==> config.mk <==
export PLATFORM = sky130hd
export DESIGN_NAME = iir_in_stage_flat
export DESIGN_NICKNAME = d
export VERILOG_FILES = /design/src/rtl/iir_in_stage_if.sv /design/src/rtl/iir_in_stage.sv /design/src/flat_wrapper.sv
export SDC_FILE = /design/constraint.sdc
export NUM_CORES = 1
export LEC_CHECK = 0
export CORE_ASPECT_RATIO = 1.25
export CORE_MARGIN = 2
export CORE_UTILIZATION = 33
export CTS_BUF_LIST = sky130_fd_sc_hd__clkbuf_8 sky130_fd_sc_hd__clkbuf_16
export DETAILED_ROUTE_END_ITERATION = 8
export SLEW_MARGIN = 20
export SYNTH_ARGS = -nofsm -noshare
export SYNTH_HDL_FRONTEND = slang
export SYNTH_SLANG_ARGS = --single-unit
==> constraint.sdc <==
create_clock -name CLK -period 3.88 [get_ports CLK]
set_clock_uncertainty 0.2 [all_clocks]
set_input_delay 0.582 -clock CLK [delete_from_list [all_inputs] [get_ports CLK]]
set_output_delay 0.582 -clock CLK [all_outputs]
set_load 0.05 [all_outputs]
==> src/rtl/iir_in_stage_if.sv <==
// iir_in_stage_if
//   Bundles the sample-side handshake and the filter-side outputs of
//   iir_in_stage. The signal names match the original port names.
//   master : source side (drives DIN/VIN/GAP/FLUSH, observes the rest)
//   slave  : iir_in_stage itself
//   Signals: DIN[NB], VIN, RDY, GAP[4], FLUSH, DOUT[NB], VOUT,
//            CNT[log2(DEPTH)+1], OVF
interface iir_in_stage_if #(
  parameter int NB    = 9,
  parameter int DEPTH = 8
) ();
  logic [NB-1:0]            DIN;
  logic                     VIN;
  logic                     RDY;
  logic [3:0]               GAP;
  logic                     FLUSH;
  logic [NB-1:0]            DOUT;
  logic                     VOUT;
  logic [$clog2(DEPTH):0]   CNT;
  logic                     OVF;

  modport master (
    output DIN, VIN, GAP, FLUSH,
    input  RDY, DOUT, VOUT, CNT, OVF
  );

  modport slave (
    input  DIN, VIN, GAP, FLUSH,
    output RDY, DOUT, VOUT, CNT, OVF
  );
endinterface

==> src/rtl/iir_in_stage.sv <==
// iir_in_stage
//   Input buffer ahead of the first-order IIR filter. Accepts bursty
//   two's-complement samples on a ready/valid handshake, stores them in a
//   DEPTH-entry FIFO and releases them as one-cycle VOUT pulses separated by
//   at least GAP idle cycles. OVF is a sticky flag for writes while full.
//
//   Ports:
//     CLK    system clock, rising edge
//     RST_n  asynchronous active-low reset
//     bus    iir_in_stage_if.slave:
//              DIN/VIN/RDY  source handshake (RDY = occupancy < DEPTH)
//              GAP          minimum idle cycles between VOUT pulses
//              FLUSH        synchronous clear of FIFO, gap counter and OVF
//              DOUT/VOUT    registered sample and valid pulse to the filter
//              CNT          FIFO occupancy 0..DEPTH
//              OVF          sticky overrun flag
//
//   Build option: define IIR_IN_CLIP_EN to saturate samples to [-CLIP, +CLIP]
//   on the write side; otherwise samples pass bit-exact and CLIP is unused.
module iir_in_stage #(
  parameter int NB    = 9,
  parameter int DEPTH = 8,
  parameter int CLIP  = 240
) (
  input  logic         CLK,
  input  logic         RST_n,
  iir_in_stage_if.slave bus
);

  localparam int AW = $clog2(DEPTH);
  localparam logic [AW:0] FULL_CNT = (AW+1)'(DEPTH);

  if (DEPTH < 2 || (DEPTH & (DEPTH - 1)) != 0) begin : g_bad_depth
    $error("iir_in_stage: DEPTH must be a power of 2, at least 2");
  end
  if (CLIP < 0 || CLIP > (2 ** (NB - 1)) - 1) begin : g_bad_clip
    $error("iir_in_stage: CLIP must fit a positive NB-bit value");
  end

  logic [NB-1:0] mem_q [DEPTH];
  logic [AW-1:0] wptr_q, wptr_d;
  logic [AW-1:0] rptr_q, rptr_d;
  logic [AW:0]   cnt_q,  cnt_d;
  logic [3:0]    gap_q,  gap_d;
  logic [NB-1:0] dout_q, dout_d;
  logic          vout_q, vout_d;
  logic          ovf_q,  ovf_d;

  logic          rdy;
  logic          wr;
  logic          rd;
  logic [NB-1:0] wr_data;

`ifdef IIR_IN_CLIP_EN
  localparam logic signed [NB-1:0] CLIP_POS = NB'(CLIP);
  localparam logic signed [NB-1:0] CLIP_NEG = NB'(-CLIP);

  always_comb begin
    wr_data = bus.DIN;
    if ($signed(bus.DIN) > CLIP_POS)      wr_data = CLIP_POS;
    else if ($signed(bus.DIN) < CLIP_NEG) wr_data = CLIP_NEG;
  end
`else
  assign wr_data = bus.DIN;
`endif

  // Both write and read decisions use pre-edge occupancy, so a read on the
  // same edge never frees room for a write into a full FIFO, and a write into
  // an empty FIFO is never read on the same edge.
  assign rdy = (cnt_q < FULL_CNT);
  assign wr  = bus.VIN && rdy && !bus.FLUSH;
  assign rd  = (cnt_q != '0) && (gap_q == '0) && !bus.FLUSH;

  always_comb begin
    wptr_d = wptr_q;
    rptr_d = rptr_q;
    cnt_d  = cnt_q;
    gap_d  = gap_q;
    dout_d = dout_q;
    vout_d = 1'b0;
    ovf_d  = ovf_q;
    if (bus.FLUSH) begin
      wptr_d = '0;
      rptr_d = '0;
      cnt_d  = '0;
      gap_d  = '0;
      ovf_d  = 1'b0;
    end else begin
      if (wr) wptr_d = wptr_q + 1'b1;
      if (bus.VIN && !rdy) ovf_d = 1'b1;
      if (rd) begin
        dout_d = mem_q[rptr_q];
        vout_d = 1'b1;
        rptr_d = rptr_q + 1'b1;
        gap_d  = bus.GAP;
      end else if (gap_q != '0) begin
        gap_d = gap_q - 1'b1;
      end
      cnt_d = cnt_q + (AW+1)'(wr) - (AW+1)'(rd);
    end
  end

  always_ff @(posedge CLK or negedge RST_n) begin
    if (!RST_n) begin
      wptr_q <= '0;
      rptr_q <= '0;
      cnt_q  <= '0;
      gap_q  <= '0;
      dout_q <= '0;
      vout_q <= 1'b0;
      ovf_q  <= 1'b0;
    end else begin
      wptr_q <= wptr_d;
      rptr_q <= rptr_d;
      cnt_q  <= cnt_d;
      gap_q  <= gap_d;
      dout_q <= dout_d;
      vout_q <= vout_d;
      ovf_q  <= ovf_d;
    end
  end

  // Storage needs no reset: contents are only visible through the pointers.
  always_ff @(posedge CLK) begin
    if (wr) mem_q[wptr_q] <= wr_data;
  end

  assign bus.RDY  = rdy;
  assign bus.CNT  = cnt_q;
  assign bus.DOUT = dout_q;
  assign bus.VOUT = vout_q;
  assign bus.OVF  = ovf_q;

endmodule

==> src/flat_wrapper.sv <==
// flat-port wrapper written by rule: the top's interface ports become plain ports
module iir_in_stage_flat 
#(
  parameter int NB    = 9,
  parameter int DEPTH = 8,
  parameter int CLIP  = 240
)
  (CLK, RST_n, bus_DIN, bus_VIN, bus_GAP, bus_FLUSH, bus_RDY, bus_DOUT, bus_VOUT, bus_CNT, bus_OVF);
  iir_in_stage_if #(.NB(NB), .DEPTH(DEPTH)) bus_i ();
  input  logic CLK;
  input  logic RST_n;
  input wire logic [$bits(bus_i.DIN)-1:0] bus_DIN;
  input wire logic [$bits(bus_i.VIN)-1:0] bus_VIN;
  input wire logic [$bits(bus_i.GAP)-1:0] bus_GAP;
  input wire logic [$bits(bus_i.FLUSH)-1:0] bus_FLUSH;
  output wire logic [$bits(bus_i.RDY)-1:0] bus_RDY;
  output wire logic [$bits(bus_i.DOUT)-1:0] bus_DOUT;
  output wire logic [$bits(bus_i.VOUT)-1:0] bus_VOUT;
  output wire logic [$bits(bus_i.CNT)-1:0] bus_CNT;
  output wire logic [$bits(bus_i.OVF)-1:0] bus_OVF;
  assign bus_i.DIN = bus_DIN;
  assign bus_i.VIN = bus_VIN;
  assign bus_i.GAP = bus_GAP;
  assign bus_i.FLUSH = bus_FLUSH;
  assign bus_RDY = bus_i.RDY;
  assign bus_DOUT = bus_i.DOUT;
  assign bus_VOUT = bus_i.VOUT;
  assign bus_CNT = bus_i.CNT;
  assign bus_OVF = bus_i.OVF;
  iir_in_stage #(.NB(NB), .DEPTH(DEPTH), .CLIP(CLIP)) u_core (.CLK(CLK), .RST_n(RST_n), .bus(bus_i));
endmodule
Yosys cells after proc, flatten, opt, wreduce, memory -nomap -nowiden
Memories as Yosys holds them, arrays and structs flattened. A register that Yosys moved wholly into a read port is not among the register bits.
Index checks and enable logic that the tools add are counted.
{"block": "totals", "reg_bits": 16, "latch_bits": 0, "mem_bits_rw": 72, "mem_bits_ro": 0, "out_inout_bits": 16, "wordCells": 44, "n_memories": 1}
{"block": "classes", "n_addsub": 5, "mul": 0, "div_mod_pow": 0, "order_cmp": 1, "eq_ne": 0, "shifts": 0, "mux": 14, "n_bitwise": 1, "reduce_logical": 16}
{"name": "u_core.mem_q", "words": 8, "width": 9, "read_ports": 1, "rd_clocked_by_memory_dff": 1, "wr": 1, "line_no": "iir_in_stage.sv:40", "rtl": "logic [NB-1:0] mem_q [DEPTH];"}
{"cell": "4-bit two-way mux", "count": 4}
{"cell": "3-bit two-way mux", "count": 4}
{"cell": "4-bit nonzero test", "count": 2}
{"cell": "3-bit by 1-bit adder with 3-bit output, second input constant", "count": 2}
{"cell": "1-bit two-way mux", "count": 6}
{"cell": "2-bit nonzero test", "count": 3}
{"cell": "1-bit logical AND", "count": 5}
{"cell": "4-bit by 1-bit adder with 4-bit output", "count": 1}
{"cell": "4-bit logical NOT", "count": 1}
{"cell": "4-bit less-than comparator, second input constant", "count": 1}
{"cell": "4-bit by 1-bit subtractor with 4-bit output", "count": 1}
{"cell": "4-bit by 1-bit subtractor with 4-bit output, second input constant", "count": 1}
{"cell": "1-bit logical NOT", "count": 3}
{"cell": "3-bit nonzero test", "count": 1}
{"cell": "2-bit AND reduction", "count": 1}
{"cell": "1-bit NOT", "count": 1}

Depth between registers and ports, before layout
Gate-level depths: netlist of the first run.
{"block": "depth", "word_depth": 6, "mapped_depth": 13}

Worst setup path before layout of the first run
No wires, ideal clock.
{"block": "synth_path", "kind": "reg-to-reg", "from": "register u_core.cnt_q[3], in the netlist u_core.bus.CNT[3]", "to": "register u_core.cnt_q[1], in the netlist u_core.bus.CNT[1]", "arrival_time_ns": 2.952, "required_ns": 3.546, "setup_slack_ns": 0.594, "stages_incl_launch_ff": 11, "n_path_buf": 1, "cell_sequence": "dfrtp_1 inv_1 ha_1 nor3b_2 nor3_4 buf_6 ha_1 inv_1 ha_1 fa_1 nor2b_1"}
{"block": "synth_via", "elab_chain_len": 6, "elab_cells_between_ends": 9, "cone_classes": "2 x add/sub; 1 x order compare; 1 x mux; 5 x reduce/logical"}
{"item": "start, declared", "line_no": "iir_in_stage.sv:43", "rtl": "logic [AW:0] cnt_q, cnt_d;"}
{"item": "start signal, assigned", "line_no": "iir_in_stage.sv:115", "rtl": "cnt_q <= cnt_d;"}
{"item": "4-bit less-than comparator", "line_no": "iir_in_stage.sv:70", "rtl": "assign rdy = (cnt_q < FULL_CNT);"}
{"item": "via bus_RDY", "line_no": "flat_wrapper.sv:16", "rtl": "output wire logic [$bits(bus_i.RDY)-1:0] bus_RDY;"}
{"item": "1-bit logical AND (2 in a row)", "line_no": "iir_in_stage.sv:71", "rtl": "assign wr = bus.VIN && rdy && !bus.FLUSH;"}
{"item": "4-bit by 1-bit adder with 4-bit output", "line_no": "iir_in_stage.sv:99", "rtl": "cnt_d = cnt_q + (AW+1)'(wr) - (AW+1)'(rd);"}
{"item": "4-bit by 1-bit subtractor with 4-bit output", "line_no": "iir_in_stage.sv:99"}
{"item": "4-bit two-way mux", "line_no": "iir_in_stage.sv:82", "rtl": "if (bus.FLUSH) begin"}
{"item": "via u_core.cnt_d[1]", "line_no": "iir_in_stage.sv:43"}
The timed path passes the listed nets, and every way through them passes these cells.
A chain may end at the register's enable or synchronous reset.

Worst setup path after layout of the first run
{"block": "layout_path", "from": "register u_core.gap_q[0]", "to": "register u_core.cnt_q[1], in the netlist u_core.bus.CNT[1]"}
{"block": "layout_via", "elab_chain_len": 5}
{"item": "start, declared", "line_no": "iir_in_stage.sv:44", "rtl": "logic [3:0] gap_q, gap_d;"}
{"item": "start signal, assigned", "line_no": "iir_in_stage.sv:116", "rtl": "gap_q <= gap_d;"}
{"item": "4-bit logical NOT", "line_no": "iir_in_stage.sv:72", "rtl": "assign rd = (cnt_q != '0) && (gap_q == '0) && !bus.FLUSH;"}
{"item": "1-bit logical AND (2 in a row)", "line_no": "iir_in_stage.sv:72"}
{"item": "4-bit by 1-bit subtractor with 4-bit output", "line_no": "iir_in_stage.sv:99"}
{"item": "4-bit two-way mux", "line_no": "iir_in_stage.sv:82"}
{"item": "via u_core.cnt_d[1]", "line_no": "iir_in_stage.sv:43"}
The timed path passes the listed nets, and every way through them passes these cells.

==> results of run 1 <==
[area by class of cell]
type                            count  area [sq um]  share of cell area, %
Tap cell                          161           201                   4.19
Sequential cell                    97          2790                   58.0
Clock inverter                      7          92.6                   1.93
Inverter                            8          30.0                  0.625
Clock buffer                        9           225                   4.69
Timing Repair Buffer               44           410                   8.54
Multi-Input combinational cell    117          1060                   22.0
[power groups by stage]
stage / clock network, mW / registers, mW / logic [mW]
after global placement: 0 / 1.34 / 0.999
after CTS: 0.956 / 1.32 / 1.01
after floorplan: 0 / 1.55 / 0.512
after detailed placement: 0 / 1.34 / 1.00
after global routing: 1.00 / 1.34 / 1.09
final: 0.930 / 1.32 / 0.992
[cells in the final DEF (no fill, tap or decap)]
cell type / synthesis / layout
a21o_1: 1 / 1
edfxtp_1: 72 / 72
mux2i_1: 10 / 10
dfrtp_1: 25 / 25
o21ai_0: 1 / 1
xor2_1: 3 / 3
inv_6: 0 / 2
inv_1: 8 / 9
mux4_2: 18 / 18
nor3b_1: 1 / 1
or3b_1: 1 / 1
clkinvlp_4: 0 / 1
a211oi_1: 1 / 1
and3_1: 1 / 1
nor3_1: 3 / 3
buf_4: 1 / 12
nor2_1: 25 / 25
nand3_1: 3 / 3
bufinv_16: 0 / 2
clkinv_1: 0 / 1
clkbuf_16: 0 / 9
ha_1: 8 / 8
or3b_2: 2 / 2
clkdlybuf4s50_1: 0 / 32
nor2b_1: 2 / 2
nand2b_1: 4 / 4
nor3b_2: 1 / 1
fa_1: 1 / 1
a31oi_1: 1 / 1
xnor2_1: 3 / 3
or3_1: 2 / 2
a21oi_1: 16 / 16
nor3_4: 1 / 1
nand2_1: 8 / 8
[through the flow]
stage               instance area (sq um)  utilization, %
floorplan                            3930               -
global placement                     4490            38.6
detailed placement                   4490            38.6
CTS                                  4800            41.4
global route                         4800            41.4
finish                               4800            41.4
[critical path, delay by kind of cell (launching register included)]
| kind | cells | cell delay, ps |
|---|---|---|
| buffers and inverters | 2 | 140 |
| DFF | 1 | 390 |
| and+or+nand+nor | 3 | 770 |
| adders and majority gates | 4 | 1040 |
[logic make-up after synthesis]
| kind of cell | after synthesis |
|---|---|
| flip-flops | 97 |
| AO/OA/AOI/OAI | 20 |
| multiplexers | 28 |
| XOR/XNOR | 6 |
| AND/OR/NAND/NOR | 54 |
| buffers and inverters | 17 |
| adder cells (fa/ha/maj) | 9 |
[registers in the layout, summed over array words and instances, names as in the netlist]
signal,flops
u_core.rptr_q,3
u_core.bus.DOUT,9
u_core.bus.OVF,1
u_core.mem_q,72
u_core.bus.CNT,4
u_core.gap_q,4
u_core.bus.VOUT,1
u_core.wptr_q,3
[how the worst max path moves through the flow]
stage | startpoint | end | slack [ps]
final | u_core.gap_q[0]$_DFFE_PN0P_ | u_core.bus.CNT[1]$_DFF_PN0_ | 1240
after global routing | u_core.gap_q[0]$_DFFE_PN0P_ | u_core.bus.CNT[3]$_DFF_PN0_ | 1090
after CTS | u_core.gap_q[0]$_DFFE_PN0P_ | u_core.bus.CNT[1]$_DFF_PN0_ | 1230
after detailed placement | u_core.gap_q[0]$_DFFE_PN0P_ | u_core.bus.CNT[3]$_DFF_PN0_ | 1250
after global placement | u_core.gap_q[0]$_DFFE_PN0P_ | u_core.bus.CNT[3]$_DFF_PN0_ | 1250
after floorplan | u_core.bus.CNT[3]$_DFF_PN0_ | u_core.bus.CNT[1]$_DFF_PN0_ | 590
[metal layers]
layer	vias to the layer above	global-route usage, %	routed length (um)
li1	963	-	-
met1	1040	15.0	3130
met2	34	20.7	3810
met3	11	1.89	174
met4	0	6.20	145
met5	-	0	0
==> impl_metrics.json, run 1 <==
{
  "status": "complete, no violations",
  "synth_xor_area_share_pct": 1.34,
  "path_max_fanout": 5,
  "portBuffers": 32,
  "viasPerCell": 4.62,
  "synth_top_family_by_area": "multiplexers",
  "synth_area_per_cell_sq_um": 17.0,
  "drv_slew": 0,
  "hp-start": "u_core.bus.OVF$_DFFE_PN0P_",
  "synth_top_area_cell": "edfxtp_1",
  "fp.dieH_um": 126,
  "io_pins": 33,
  "worstHoldEndpoint": "u_core.bus.OVF$_DFFE_PN0P_",
  "r2r_setup_slack_ps": 1240,
  "r2r_end": "u_core.bus.CNT[1]$_DFF_PN0_",
  "clock_path_buffers": 2,
  "power.total_mw": 3.24,
  "cts_tree": "yes",
  "synth_edf_count": 72,
  "syn_inst": 231,
  "grt_overflow": 0,
  "final_cell_count_no_fill": 443,
  "drc": 0,
  "hold_depth": 2,
  "n_fill_cell": 1051,
  "maxCapViolCount": 0,
  "grt_pass1_vias": 2154,
  "synthSimpleGateAreaFrac_pct": 6.94,
  "drive_above_1_share_pct": 17.0,
  "gp_congestion": 0.746,
  "fin_nets": 303,
  "async_flop_share_pct": 25.8,
  "cts-root-buf": "clkbuf_16",
  "synth_fa_ha_area_share_pct": 3.05,
  "holdCritPathClass": "reg2reg",
  "path_clk_slew_ps": 60,
  "slew_headroom_pct": 41.0,
  "insertion_delay_ps": 330,
  "rsz0062_at_grt": "false",
  "synth_flop_cell": "edfxtp_1",
  "ys_seq_area_share_pct": 70.9,
  "cts_buffers": 9,
  "area_delta_synth_final_pct": 22.2,
  "required_ps": 3900,
  "insertedDiodeCount": 0,
  "wl_per_cell_um": 16.4,
  "synth-seq-cells": 97,
  "vias": 2048,
  "worst_setup_path_start_kind": "flop",
  "cp_cell_sequence": "inv_1 > ha_1 > or3b_1 > nor3_4 > ha_1 > inv_1 > ha_1 > fa_1 > nor2b_1",
  "holdBufCountCts": 0,
  "leakagePower_nw": 1.67,
  "end_kind": "flop",
  "combPwrFrac_pct": 30.6,
  "grt_util_all_layers_pct": 12.2,
  "post_cts_resized": 0,
  "dieWidth_um": 102,
  "dp.cells": 427,
  "critical_path.max_stage_delay_ps": 470,
  "swShare_pct": 32.0,
  "coreArea_sq_um": 11600,
  "hold_viol_final": 0,
  "cpMaxStageDelayCell": "or3b_1",
  "cts_setup_buffers": 0,
  "path_class": "reg2reg",
  "start_util_pct": 33.9,
  "drt-total-wl_um": 7270,
  "period_share_pct": 68.1,
  "antenna_found_initial": 0,
  "dr.pass1.iters": 4,
  "post-place-ws_ps": 1250,
  "drtAntennaViolNets": 0,
  "fin_setup_tns_ps": 0,
  "yosysMostFrequentCell": "edfxtp_1",
  "grt_max_degree": 26,
  "htreeDepth": 3,
  "p_int_mw": 2.20,
  "post-route-min-period_ps": 2640,
  "holdWs_ps": 317,
  "clock_sinks": 97,
  "ys_top_cells_by_count": "72 x edfxtp_1, 25 x dfrtp_1, 25 x nor2_1, 18 x mux4_2, 16 x a21oi_1",
  "synth_compound_area_share_pct": 2.70,
  "p_seq_share_pct": 40.7,
  "yosysTopAreaCellShare_pct": 55.0,
  "powerDensity_nw_per_um2": 675,
  "ir_drop_mv": 0.244,
  "setup_violations": 0,
  "rows": 44,
  "p_clk_share_pct": 28.7,
  "path_common_cell": "ha_1",
  "worst_r2r_startpoint": "u_core.gap_q[0]$_DFFE_PN0P_",
  "die_area_sq_um": 12800,
  "arrival_ps": 2670,
  "yosys_warnings": 0,
  "timing.final.ws_setup_ps": 1240,
  "first_iter_violations": 112,
  "dp_hpwl_um": 4660,
  "switchingPower_mw": 1.04,
  "ys_top_cells_by_area": "edfxtp_1 55%, dfrtp_1 16%, mux4_2 10%, ha_1 2.5%, mux2i_1 2.5%",
  "max_freq_ghz": 0.379,
  "grt_pass1_wl_um": 11500,
  "reg2reg_depth": 9,
  "synth_cell_type_count": 32,
  "synth_area_sq_um": 3930,
  "syn_nets": 257,
  "synth_mux_area_share_pct": 12.9,
  "tightest_slew_ps": 885
}
No activity file was read; power rests on OpenSTA's default activity.
==> run 2, diff against run 1 <==
==> constraint.sdc (replaced) <==
create_clock -name CLK -period 2.4 [get_ports CLK]
set_clock_uncertainty 0.2 [all_clocks]
set_input_delay 0.36 -clock CLK [delete_from_list [all_inputs] [get_ports CLK]]
set_output_delay 0.36 -clock CLK [all_outputs]
set_load 0.05 [all_outputs]
==> impl_metrics.json, run 2 (synthesis gave the netlist of run 1 again) <==
{
  "post-route-min-period_ps": 2450,
  "path_clk_slew_ps": 70,
  "r2r_setup_slack_ps": -50,
  "worst_setup_path_start_kind": "flop",
  "r2r_end": "u_core.bus.CNT[3]$_DFF_PN0_",
  "dp_hpwl_um": 4940,
  "start_util_pct": 33.9,
  "drive_above_1_share_pct": 25.4,
  "antenna_found_initial": 0,
  "maxCapViolCount": 0,
  "regArea_sq_um": 2790,
  "grt_util_all_layers_pct": 12.6,
  "met3_length_um": 171,
  "insertedDiodeCount": 0,
  "drv_slew": 0,
  "failed_checks": "negative setup slack",
  "final_common_cell": "edfxtp_1",
  "insertion_delay_ps": 340,
  "arrival_ps": 2480,
  "timing.final.ws_setup_ps": -54.3,
  "setup.worst_path.start": "u_core.gap_q[0]$_DFFE_PN0P_",
  "path_class": "reg2reg",
  "coreArea_sq_um": 11600,
  "path_max_fanout": 2,
  "dr.pass1.iters": 4,
  "grt_max_degree": 26,
  "leakagePower_nw": 1.75,
  "cts-root-buf": "clkbuf_16",
  "htreeDepth": 3,
  "multi_input_area_sq_um": 1110,
  "n_fill_cell": 1039,
  "drt-total-wl_um": 7510,
  "rows": 44,
  "wl_met2_um": 3780,
  "mostFrequentLayoutCells": "72 x edfxtp_1, 32 x clkdlybuf4s50_1, 28 x buf_4",
  "hold_viol_final": 0,
  "cp-endpoint": "u_core.bus.CNT[3]$_DFF_PN0_",
  "reg2reg_depth": 11,
  "period_share_pct": 102,
  "fp.dieH_um": 126,
  "rsz0062_at_grt": "true",
  "dieWidth_um": 102,
  "holdCritPathClass": "in2async",
  "cts_buffers": 9,
  "tightest_slew_ps": 507,
  "top_register": "u_core.mem_q",
  "clock_path_buffers": 2,
  "highest_layer": "met4",
  "clock_sinks": 97,
  "first_iter_violations": 75,
  "viasPerCell": 4.64,
  "finalInstanceArea_sq_um": 4990,
  "vias": 2134,
  "max_freq_ghz": 0.407,
  "grt_pass1_vias": 2202,
  "wl_per_cell_um": 16.3,
  "status": "finished, violations left",
  "worst_r2r_startpoint": "u_core.gap_q[0]$_DFFE_PN0P_",
  "area_delta_synth_final_pct": 26.9,
  "portBuffers": 32,
  "cts_tree": "yes",
  "largest_reg_flops": 72,
  "final_util_pct": 42.9,
  "setup_violations": 3,
  "drtAntennaViolNets": 0,
  "holdBufCountCts": 0,
  "required_ps": 2430,
  "grt_overflow": 0,
  "powerDensity_nw_per_um2": 1090,
  "grt_pass1_wl_um": 11800,
  "end_kind": "flop",
  "gp_congestion": 0.741,
  "ir_drop_mv": 0.391,
  "io_pins": 33,
  "placed_area_sq_um": 4650,
  "wl_met1_um": 3350,
  "slew_headroom_pct": 66.1,
  "fin_nets": 320,
  "die_area_sq_um": 12800,
  "drc": 0
}
[run 2: changes by cell type in the layout (fill, tap and decap cells not counted), sizes merged]
cell      change
buf          +17
bufinv        -1
clkinv        +1
clkinvlp      +1
inv           -1
[run 2: layer usage]
layer,track usage (%),up-vias
met5,0,-
met4,7.31,0
met3,1.50,14
met2,20.3,36
met1,16.3,1084
li1,-,1000
[run 2: how the worst min path moves through the flow]
stage | endpoint | depth (start not counted)
2_1_floorplan | u_core.bus.CNT[0]$_DFF_PN0_ | 0
3_3_place_gp | u_core.bus.OVF$_DFFE_PN0P_ | 2
3_5_place_dp | u_core.bus.OVF$_DFFE_PN0P_ | 2
4_1_cts | u_core.bus.CNT[2]$_DFF_PN0_ | 2
5_1_grt | u_core.bus.CNT[2]$_DFF_PN0_ | 2
6_report | u_core.bus.CNT[1]$_DFF_PN0_ | 2
[run 2: cell type report]
cell class                 instances  share of cell area (%)
sequential                        97                    55.9
multi-input combinational        117                    22.3
timing repair buffer              61                    11.0
clock buffer                       9                    4.51
tap                              161                    4.04
clock inverter                     7                    1.53
inverter                           8                   0.677
[run 2: power breakdown]
group          leakage (nW)  total (mW)  switching [mW]  internal (mW)
clock network         0.148        1.44           0.624          0.818
logic                 0.644        1.86            1.03          0.827
registers             0.962        2.13           0.136           2.00
total                  1.75        5.43            1.79           3.64
[run 2: what timing repair did]
item / in CTS / in global routing
gates resized for setup: 1 / 0
buffers inserted: 3 / 2
cloned: 0 / 0
endpoints found under the hold margin: 0 / 0
setup endpoints to repair: 3 / 3
pin swaps: 3 / 0
[run 2: critical path, cell delays in order, from the launching register on]
cell	delay [ps]
dfrtp_1	390
inv_1	80
ha_1	150
or3b_4	400
nor3_4	170
ha_4	150
inv_1	40
ha_1	260
a21o_1	160
a21oi_2	140
xnor2_1	130
nor2_1	70
[run 2: per-stage QoR]
step / setup WS, ps / hold slack, ps / setup TNS (ps) / cells / power (mW)
after floorplan: -623 / -136 / -2090 / 231 / 3.41
after global placement: -76.7 / 290 / -256 / 439 / 3.95
after detailed placement: -135 / 306 / -395 / 439 / 3.99
after CTS: -48.1 / 188 / -110 / 458 / 5.48
after global routing: -156 / 222 / -378 / 460 / 5.72
final: -54.3 / 182 / -119 / 460 / 5.43
